### src/rtl/pipeline_debug_ctrl.sv
// rtl/pipeline_debug_ctrl.sv - byte-command debug sequencer for the MIPS pipeline with PC/count/register dump
module pipeline_debug_ctrl #(
   parameter int N_BITS     = 32,
   parameter int N_REG_BITS = 5,
   parameter int N_REGS     = 32
) (
   input  logic                  i_clk,
   input  logic                  i_reset,
   input  logic [7:0]            i_cmd,
   input  logic                  i_cmd_valid,
   input  logic                  i_halt,
   input  logic [N_BITS-1:0]     i_pc,
   input  logic [N_BITS-1:0]     i_reg_data,
   input  logic                  i_tx_ready,
   output logic                  o_pipe_enable,
   output logic [N_REG_BITS-1:0] o_reg_addr,
   output logic [7:0]            o_tx_data,
   output logic                  o_tx_valid,
   output logic                  o_busy,
   output logic                  o_halted,
   output logic [N_BITS-1:0]     o_cycle_count
);

   // Word index covers PC, cycle count and every register.
   localparam int                W_BITS    = $clog2(N_REGS + 2);
   localparam logic [W_BITS-1:0] LAST_WORD = W_BITS'(N_REGS + 1);
   localparam logic [7:0]        CMD_RUN   = 8'h43;
   localparam logic [7:0]        CMD_STEP  = 8'h53;
   localparam logic [7:0]        CMD_DUMP  = 8'h44;

   typedef enum logic [2:0] {
      S_IDLE,
      S_RUN,
      S_STEP,
      S_DUMP_ADDR,
      S_DUMP_LATCH,
      S_DUMP_SEND,
      S_HALTED
   } state_t;

   state_t                  state_q, state_d;
   logic [W_BITS-1:0]       word_q, word_d;
   logic [1:0]              byte_q, byte_d;
   logic [N_BITS-1:0]       shift_q, shift_d;
   logic [N_REG_BITS-1:0]   reg_addr_q, reg_addr_d;
   logic                    halted_q, halted_d;
   logic [N_BITS-1:0]       cycle_q, cycle_d;
   logic                    pipe_en;

   // The pipeline never advances in a cycle where it reports halt.
   assign pipe_en = ((state_q == S_RUN) || (state_q == S_STEP)) && !i_halt;

   // Enabled-cycle counter; wraps naturally, cleared only by reset.
   always_comb begin
      cycle_d = cycle_q;
      if (pipe_en) begin
         cycle_d = cycle_q + N_BITS'(1);
      end
   end

   // Next-state logic: command decode, run/step sequencing and the dump walk.
   always_comb begin
      state_d    = state_q;
      word_d     = word_q;
      byte_d     = byte_q;
      shift_d    = shift_q;
      reg_addr_d = reg_addr_q;
      halted_d   = halted_q;
      case (state_q)
         S_IDLE: begin
            if (i_cmd_valid) begin
               if (i_cmd == CMD_RUN) begin
                  state_d = S_RUN;
               end else if (i_cmd == CMD_STEP) begin
                  state_d = S_STEP;
               end else if (i_cmd == CMD_DUMP) begin
                  state_d = S_DUMP_ADDR;
                  word_d  = '0;
               end
            end
         end
         S_HALTED: begin
            if (i_cmd_valid && (i_cmd == CMD_DUMP)) begin
               state_d = S_DUMP_ADDR;
               word_d  = '0;
            end
         end
         S_RUN: begin
            if (i_halt) begin
               halted_d = 1'b1;
               state_d  = S_DUMP_ADDR;
               word_d   = '0;
            end
         end
         S_STEP: begin
            if (i_halt) begin
               halted_d = 1'b1;
            end
            state_d = S_DUMP_ADDR;
            word_d  = '0;
         end
         S_DUMP_ADDR: begin
            // Register words start at index 2; address is parked at 0 for PC/count.
            reg_addr_d = (word_q >= W_BITS'(2)) ? N_REG_BITS'(word_q - W_BITS'(2)) : '0;
            state_d    = S_DUMP_LATCH;
         end
         S_DUMP_LATCH: begin
            if (word_q == W_BITS'(0)) begin
               shift_d = i_pc;
            end else if (word_q == W_BITS'(1)) begin
               shift_d = cycle_q;
            end else begin
               shift_d = i_reg_data;
            end
            byte_d  = 2'd0;
            state_d = S_DUMP_SEND;
         end
         S_DUMP_SEND: begin
            if (i_tx_ready) begin
               if (byte_q == 2'd3) begin
                  if (word_q == LAST_WORD) begin
                     state_d = halted_q ? S_HALTED : S_IDLE;
                  end else begin
                     word_d  = word_q + W_BITS'(1);
                     state_d = S_DUMP_ADDR;
                  end
               end else begin
                  byte_d  = byte_q + 2'd1;
                  shift_d = shift_q << 8;
               end
            end
         end
         default: begin
            state_d = S_IDLE;
         end
      endcase
   end

   // State and datapath registers.
   always_ff @(posedge i_clk or posedge i_reset) begin
      if (i_reset) begin
         state_q    <= S_IDLE;
         word_q     <= '0;
         byte_q     <= '0;
         shift_q    <= '0;
         reg_addr_q <= '0;
         halted_q   <= 1'b0;
         cycle_q    <= '0;
      end else begin
         state_q    <= state_d;
         word_q     <= word_d;
         byte_q     <= byte_d;
         shift_q    <= shift_d;
         reg_addr_q <= reg_addr_d;
         halted_q   <= halted_d;
         cycle_q    <= cycle_d;
      end
   end

   assign o_pipe_enable = pipe_en;
   assign o_reg_addr    = reg_addr_q;
   assign o_tx_valid    = (state_q == S_DUMP_SEND);
   assign o_tx_data     = o_tx_valid ? shift_q[N_BITS-1 -: 8] : 8'h00;
   assign o_busy        = (state_q != S_IDLE) && (state_q != S_HALTED);
   assign o_halted      = halted_q;
   assign o_cycle_count = cycle_q;

endmodule

### config.mk
export PLATFORM = sky130hd
export DESIGN_NAME = pipeline_debug_ctrl
export DESIGN_NICKNAME = d
export VERILOG_FILES = /design/src/rtl/pipeline_debug_ctrl.sv
export SDC_FILE = /design/constraint.sdc
export NUM_CORES = 1
export LEC_CHECK = 0
export BUFFER_PORTS_ARGS = -buffer_cell sky130_fd_sc_hd__buf_2
export CAP_MARGIN = 20
export CORE_UTILIZATION = 25
export DETAILED_ROUTE_END_ITERATION = 6
export SLEW_MARGIN = 15
export SYNTH_ARGS = -nofsm -noshare
export SYNTH_HDL_FRONTEND = slang
export SYNTH_SLANG_ARGS = --single-unit
### constraint.sdc
create_clock -name i_clk -period 2.6 [get_ports i_clk]
set_clock_uncertainty 0.05 [all_clocks]
set_input_delay 0.13 -clock i_clk [delete_from_list [all_inputs] [get_ports i_clk]]
set_output_delay 0.13 -clock i_clk [all_outputs]
set_load 0.01 [all_outputs]
==> results.yml, run 1 <==
cells_and_area:
  num_antenna_cells: 0
  layout.area.seq_mm2: 0.00203
  commonest_non_fill_non_tap_cells_in_the_layout: "sky130_fd_sc_hd__buf_2, sky130_fd_sc_hd__dfrtp_1, sky130_fd_sc_hd__and3_1"
  mostFrequentLayoutCell: "sky130_fd_sc_hd__buf_2"
  layout-area-overhead-vs-synth_pct: 25.1
  finalNetCount: 676
  finalInstanceArea_mm2: 0.00590
  proportion_of_layout_cells_with_a_drive_suffix_above_1_pct: 29.6
  stdcell_count: 821
  n_fill_cell: 1894
  multi_input_area_mm2: 0.00248
sta:
  setup_tns_ns: 0
  timing.final.ws_setup_ns: 0.302
  final_max_slew_violation_count: 0
  worst_slew_margin_rel_pct: 53.0
  holdWs_ns: 0.122
  timing.fmax_ghz: 0.435
  final-hold-violation-count: 0
  min_period_over_period_pct: 88.4
  setup_violating_endpoint_count_in_the_final_report: 0
  tightest_slew_ns: 0.706
  grt_setup_unrepaired: "false"
  period_minus_slack_ns: 2.30
cts:
  cts_root_buf: "sky130_fd_sc_hd__clkbuf_16"
  cts_inserted_buffers: 9
  total_number_of_clock_tree_sinks: 81
  cts.reportedPaths.clkPinSlew_ns: 0.06
  clock_tree.htree_level_count: 3
  clock_path_buffers: 2
  worst_skew_pair.late_latency_ns: 0.35
  cts_tree: "built"
global_route:
  overflow: 0
  grt_use_total_pct: 13.8
  grt_antenna_before_repair: 0
  grt_pass1_wl_um: 20600
  pin_count_of_the_biggest_net_entering_global_routing: 65
  first_global_vias: 3660
synthesis:
  postSynthAreaPerCell_um2: 10.1
  synth.yosys.seq_area_share_pct: 43.0
  yosysWarningCount: 0
  synthesis.area_mm2: 0.00471
  synth_enable_flop_cells: 0
  postSynthRegisterBits: 81
  leading_register_cell_type_out_of_synthesis: "sky130_fd_sc_hd__dfrtp_1"
  syn-instance-count: 465
  synth.lib_cells_used.distinct: 52
  synth.top_cells.by_area: "sky130_fd_sc_hd__dfrtp_1, sky130_fd_sc_hd__mux2i_1, sky130_fd_sc_hd__and3_1, sky130_fd_sc_hd__a221o_1, sky130_fd_sc_hd__xnor2_1"
  async_flop_share_pct: 100
  fraction_of_synthesized_cell_area_taken_by_the_top_area_cell_type_pct: 43.0
  cell_taking_the_most_area_after_synthesis: "sky130_fd_sc_hd__dfrtp_1"
  syn_nets: 554
detailed_routing:
  initialDrtViolationCount: 217
  dr_total_vias: 3965
  drt_pass1_iterations: 4
  detail_route.drc_violations: 0
  drt.antenna.violating_nets: 0
  routedWlPerCell_um: 16.2
  finalWirelength_um: 13300
  drt-vias-per-instance: 4.83
floorplan:
  fp.dieArea_mm2: 0.0194
  die_x_um: 139
  initial_utilization_pct: 25.9
  std_cell_rows: 49
  core_area_mm2: 0.0182
  num_ports: 126
  die_h_um: 139
critical_path:
  worst-endpoint-arrival_ns: 2.48
  critPathRequiredTime_ns: 2.78
  crit_path_start_kind: "flop"
  crit_type: "flop to flop"
  element_type_at_the_critical_path_end: "flop"
  crit_fanout: 13
status:
  status: "complete, no violations"
power:
  pwr_density_cell_mw_per_mm2: 882
  worst_ir_drop_vdd_uv: 327
  power.leakage_nw: 2.87
place:
  placedInstanceArea_mm2: 0.00557
  detailedPlacementHpwl_um: 9750
  place.detailed.instances: 803
  finalWeightedCongestion: 0.801
  io_port_bufs: 125
  placement.setup.worst_slack_ns: 0.276
flow_run:
  max-cap-violations: 0
worst_hold_path:
  worst_hold_path_type: "primary input to flop"
==> final timing paths <==
| kind | start | endpoint | slack [ns] | cells after the start |
|---|---|---|---|---|
| max | word_q[1]$_DFFE_PP0P_ | shift_q[31]$_DFFE_PP0P_ | 0.30 | 8 |
| min | i_pc[19] | shift_q[19]$_DFFE_PP0P_ | 0.12 | 4 |
| max reg2reg | word_q[1]$_DFFE_PP0P_ | shift_q[31]$_DFFE_PP0P_ | 0.30 | 8 |
| min reg2reg | o_reg_addr[1]$_DFFE_PP0N_ | o_reg_addr[1]$_DFFE_PP0N_ | 0.43 | 2 |
| max in group asynchronous | i_reset | o_cycle_count[8]$_DFFE_PP0P_ | 1.44 | 4 |
| min in group asynchronous | i_reset | o_cycle_count[27]$_DFFE_PP0P_ | 0.36 | 3 |
==> per-stage QoR <==
step	util, %	total power, W
final	32.4	0.00520
after detailed placement	30.6	0.00393
after CTS	32.4	0.00526
after global routing	32.4	0.00556
after floorplan	-	0.00332
after global placement	30.6	0.00390
==> power by group <==
part	switching, W	internal, W
combinational	0.00116	0.000900
clock	0.000527	0.000771
sequential	0.000261	0.00158
==> layer usage <==
metal | wire length (µm) | track usage (%) | share of wire [%] | vias up
met4 | 129 | 3.51 | 0.97 | 0
met2 | 5920 | 20.6 | 45 | 127
met1 | 6600 | 19.7 | 50 | 1888
li1 | - | - | - | 1941
met5 | 0 | 0 | 0 | -
met3 | 635 | 3.30 | 4.8 | 9
==> synth_stat cells (5+ instances only) <==
master / n
sky130_fd_sc_hd__dfrtp_1: 81
sky130_fd_sc_hd__and3_1: 43
sky130_fd_sc_hd__nor2_1: 41
sky130_fd_sc_hd__a21oi_1: 37
sky130_fd_sc_hd__nand2_1: 34
sky130_fd_sc_hd__mux2i_1: 33
sky130_fd_sc_hd__xnor2_1: 27
sky130_fd_sc_hd__a221o_1: 24
sky130_fd_sc_hd__nand3_1: 16
sky130_fd_sc_hd__clkbuf_1: 14
sky130_fd_sc_hd__ha_1: 12
sky130_fd_sc_hd__a22o_1: 11
sky130_fd_sc_hd__inv_1: 10
sky130_fd_sc_hd__o21ai_0: 6
sky130_fd_sc_hd__xor2_1: 6
sky130_fd_sc_hd__nand4_1: 5
==> final cells by class <==
class / instances / area share, %
clock inverters: 6 / 1.10
flip-flops and latches: 81 / 34.4
inverters: 11 / 0.721
clock buffers: 10 / 4.05
well taps: 229 / 4.86
repair buffers: 137 / 12.9
multi-input cells: 347 / 42.0
==> sequential cells by signal (all words and copies together), names as in the netlist <==
| name | count |
|---|---|
| shift_q | 32 |
| state_q | 3 |
| o_halted | 1 |
| byte_q | 2 |
| o_cycle_count | 32 |
| o_reg_addr | 5 |
| word_q | 6 |
==> cells by family after synthesis <==
family,share of synthesized area [%]
compound gates,15.3
mux,8.20
xor+xnor,6.13
fa+ha+maj,3.19
simple gates,19.7
buf+inv,4.49
flops,43.0
==> critical path, cell delays in order, from the launching register on <==
cell and delay (ns):
sky130_fd_sc_hd__dfrtp_1 0.46, sky130_fd_sc_hd__inv_1 0.14, sky130_fd_sc_hd__ha_1 0.15, sky130_fd_sc_hd__nor4b_4 0.22, sky130_fd_sc_hd__and2b_2 0.23, sky130_fd_sc_hd__buf_4 0.27
sky130_fd_sc_hd__mux2i_1 0.22, sky130_fd_sc_hd__a21oi_1 0.09, sky130_fd_sc_hd__a221o_1 0.36
==> repair_timing <==
| item | 4_1_cts | 5_1_grt |
|---|---|---|
| setup buffers | 0 | 0 |
| gates resized for setup | 0 | 0 |
| setup endpoints to repair | 0 | 0 |
| hold endpoints to repair | 36 | 0 |
| hold buffers | 2 | 0 |
Power figures use the tool's default switching activity.
==> inputs of run 2 (changes only) <==
- BUFFER_PORTS_ARGS: -buffer_cell sky130_fd_sc_hd__buf_2 -> not set
- DONT_BUFFER_PORTS: not set -> 1
==> run 2 against run 1 <==
  * First-iteration DRC count up 6.9%
  * Utilization decreased by 3.4 points
  * Critical path type unchanged
  * Sequential share of layout area is 4.0 points higher
  * Critical endpoint is now shift_q[23]$_DFFE_PP0P_
  * Largest cell class unchanged
  * Combinational power decreased by 6%
  * Die area stayed put
  * Power decreased by 2.8%
  * Clock-buffer cell count stayed put
  * Final area fell by 10%
  * Flip-flop and latch count stayed put
  * Sequential power is essentially flat
  * Non-clock buffer count down 123
  * Setup slack got worse by 0.010 ns
==> results.yml, run 2 (synthesis results as in run 1) <==
cts:
  total_number_of_clock_tree_sinks: 81
  cts_tree: "built"
  clock_tree.htree_level_count: 3
  worst_skew_pair.late_latency_ns: 0.34
  cts_inserted_buffers: 9
  cts.reportedPaths.clkPinSlew_ns: 0.06
  cts_root_buf: "sky130_fd_sc_hd__clkbuf_16"
  clock_path_buffers: 2
detailed_routing:
  dr_total_vias: 3624
  drt-vias-per-instance: 5.19
  initialDrtViolationCount: 232
  drt.antenna.violating_nets: 0
  drt_pass1_iterations: 4
  detail_route.drc_violations: 0
  finalWirelength_um: 13100
  routedWlPerCell_um: 18.8
floorplan:
  fp.dieArea_mm2: 0.0194
  initial_utilization_pct: 25.9
  num_ports: 126
  core_area_mm2: 0.0182
  std_cell_rows: 49
  die_h_um: 139
  die_x_um: 139
critical_path:
  element_type_at_the_critical_path_end: "flop"
  critPathMaxStageDelay_ns: 0.46
  critPathRequiredTime_ns: 2.77
  crit_path_start_kind: "flop"
  crit_path_cell_trace: "inv_1, ha_1, nor4b_4, and2b_2, buf_4, mux2i_1, a21oi_1, a221o_1"
  crit-reg2reg-capture: "shift_q[23]$_DFFE_PP0P_"
  worst-r2r-cell-count: 8
  crit_buf_inv: 2
  timing.critical_path.from: "word_q[1]$_DFFE_PP0P_"
  critical-path-top-delay-family: "flip-flops"
  cp_slowest_cell: "sky130_fd_sc_hd__dfrtp_1"
  worst-path-stages: 8
  critical_path.reg2reg.startpoint: "word_q[1]$_DFFE_PP0P_"
  crit_fanout: 12
  timing.reg2reg.setup_slack_ns: 0.29
  worst-endpoint-arrival_ns: 2.48
  crit_type: "flop to flop"
  last_element_of_the_critical_path: "shift_q[23]$_DFFE_PP0P_"
cells_and_area:
  finalNetCount: 553
  mostFrequentLayoutCell: "sky130_fd_sc_hd__dfrtp_1"
  commonest_non_fill_non_tap_cells_in_the_layout: "sky130_fd_sc_hd__dfrtp_1, sky130_fd_sc_hd__and3_1, sky130_fd_sc_hd__nor2_1"
  post-route-util_pct: 29.0
  layout-area-overhead-vs-synth_pct: 12.0
  num_antenna_cells: 0
  proportion_of_layout_cells_with_a_drive_suffix_above_1_pct: 11.1
place:
  finalWeightedCongestion: 0.881
  detailedPlacementHpwl_um: 9860
  io_port_bufs: 0
sta:
  tightest_slew_ns: 0.574
  final-hold-violation-count: 0
  grt_setup_unrepaired: "false"
  final_max_slew_violation_count: 0
  setup_violating_endpoint_count_in_the_final_report: 0
  worst_slew_margin_rel_pct: 61.7
  timing.fmax_ghz: 0.433
  period_minus_slack_ns: 2.31
  min_period_over_period_pct: 88.8
  holdWs_ns: 0.0459
  setup_tns_ns: 0
power:
  pwr_density_cell_mw_per_mm2: 957
  worst_ir_drop_vdd_uv: 369
  power.leakage_nw: 2.32
global_route:
  grt_use_total_pct: 14.1
  first_global_vias: 3764
  overflow: 0
  pin_count_of_the_biggest_net_entering_global_routing: 82
  grt_antenna_before_repair: 0
  grt_pass1_wl_um: 21200
status:
  status: "complete, no violations"
worst_hold_path:
  worst_hold_path_type: "primary input to flop"
flow_run:
  max-cap-violations: 0
[run 2: stage by stage]
stage | instance area (µm²) | total power [W] | setup slack, ns | cells
3_5_place_dp | 4960 | 0.00383 | 0.282 | 680
2_1_floorplan | 4710 | 0.00332 | 0.340 | 465
5_1_grt | 5280 | 0.00542 | 0.0742 | 698
6_report | 5280 | 0.00505 | 0.292 | 698
4_1_cts | 5280 | 0.00511 | 0.272 | 698
3_3_place_gp | 4960 | 0.00374 | 0.389 | 680
[run 2: what timing repair did]
item                                   in CTS  in global routing
buffers inserted                            0                  0
endpoints found under the hold margin      82                  0
gates resized for setup                     0                  0
hold buffers                                2                  0
[run 2: power by group]
part | switching, W | internal, W
clock network | 0.000502 | 0.000762
registers | 0.000280 | 0.00158
logic | 0.00112 | 0.000813
total | 0.00190 | 0.00315
[run 2: layout make-up]
class                           instances  area (µm²)
Tap cell                              229         287
Multi-Input combinational cell        347        2480
Inverter                               11        42.5
Fill cell                            1872       12900
Clock buffer                           10         239
Sequential cell                        81        2030
Clock inverter                          6        57.6
Timing Repair Buffer                   14         148
[run 2: worst reg2reg max path: stages (launching register included)]
cell                      delay [ns]
sky130_fd_sc_hd__dfrtp_1        0.46
sky130_fd_sc_hd__inv_1          0.14
sky130_fd_sc_hd__ha_1           0.16
sky130_fd_sc_hd__nor4b_4        0.22
sky130_fd_sc_hd__and2b_2        0.22
sky130_fd_sc_hd__buf_4          0.25
sky130_fd_sc_hd__mux2i_1        0.23
sky130_fd_sc_hd__a21oi_1        0.12
sky130_fd_sc_hd__a221o_1        0.34
[run 2: worst min path at each step]
stage                     cells after the start                            end     from  slack [ns]
after floorplan                               1           o_halted$_DFFE_PP0P_   i_halt        0.20
after global placement                        2  o_cycle_count[31]$_DFFE_PP0P_  i_reset        0.09
after detailed placement                      2  o_cycle_count[27]$_DFFE_PP0P_  i_reset        0.09
after CTS                                     3         shift_q[7]$_DFFE_PP0P_  i_pc[7]        0.04
after global routing                          3         shift_q[6]$_DFFE_PP0P_  i_pc[6]        0.07
final                                         3         shift_q[7]$_DFFE_PP0P_  i_pc[7]        0.05
[run 2: routing by layer]
metal / GRT usage, % / vias to the layer above / wire, µm
li1: - / 1693 / -
met1: 18.2 / 1779 / 5690
met2: 23.0 / 134 / 6220
met3: 3.34 / 18 / 963
met4: 4.97 / 0 / 231
met5: 0 / - / 0
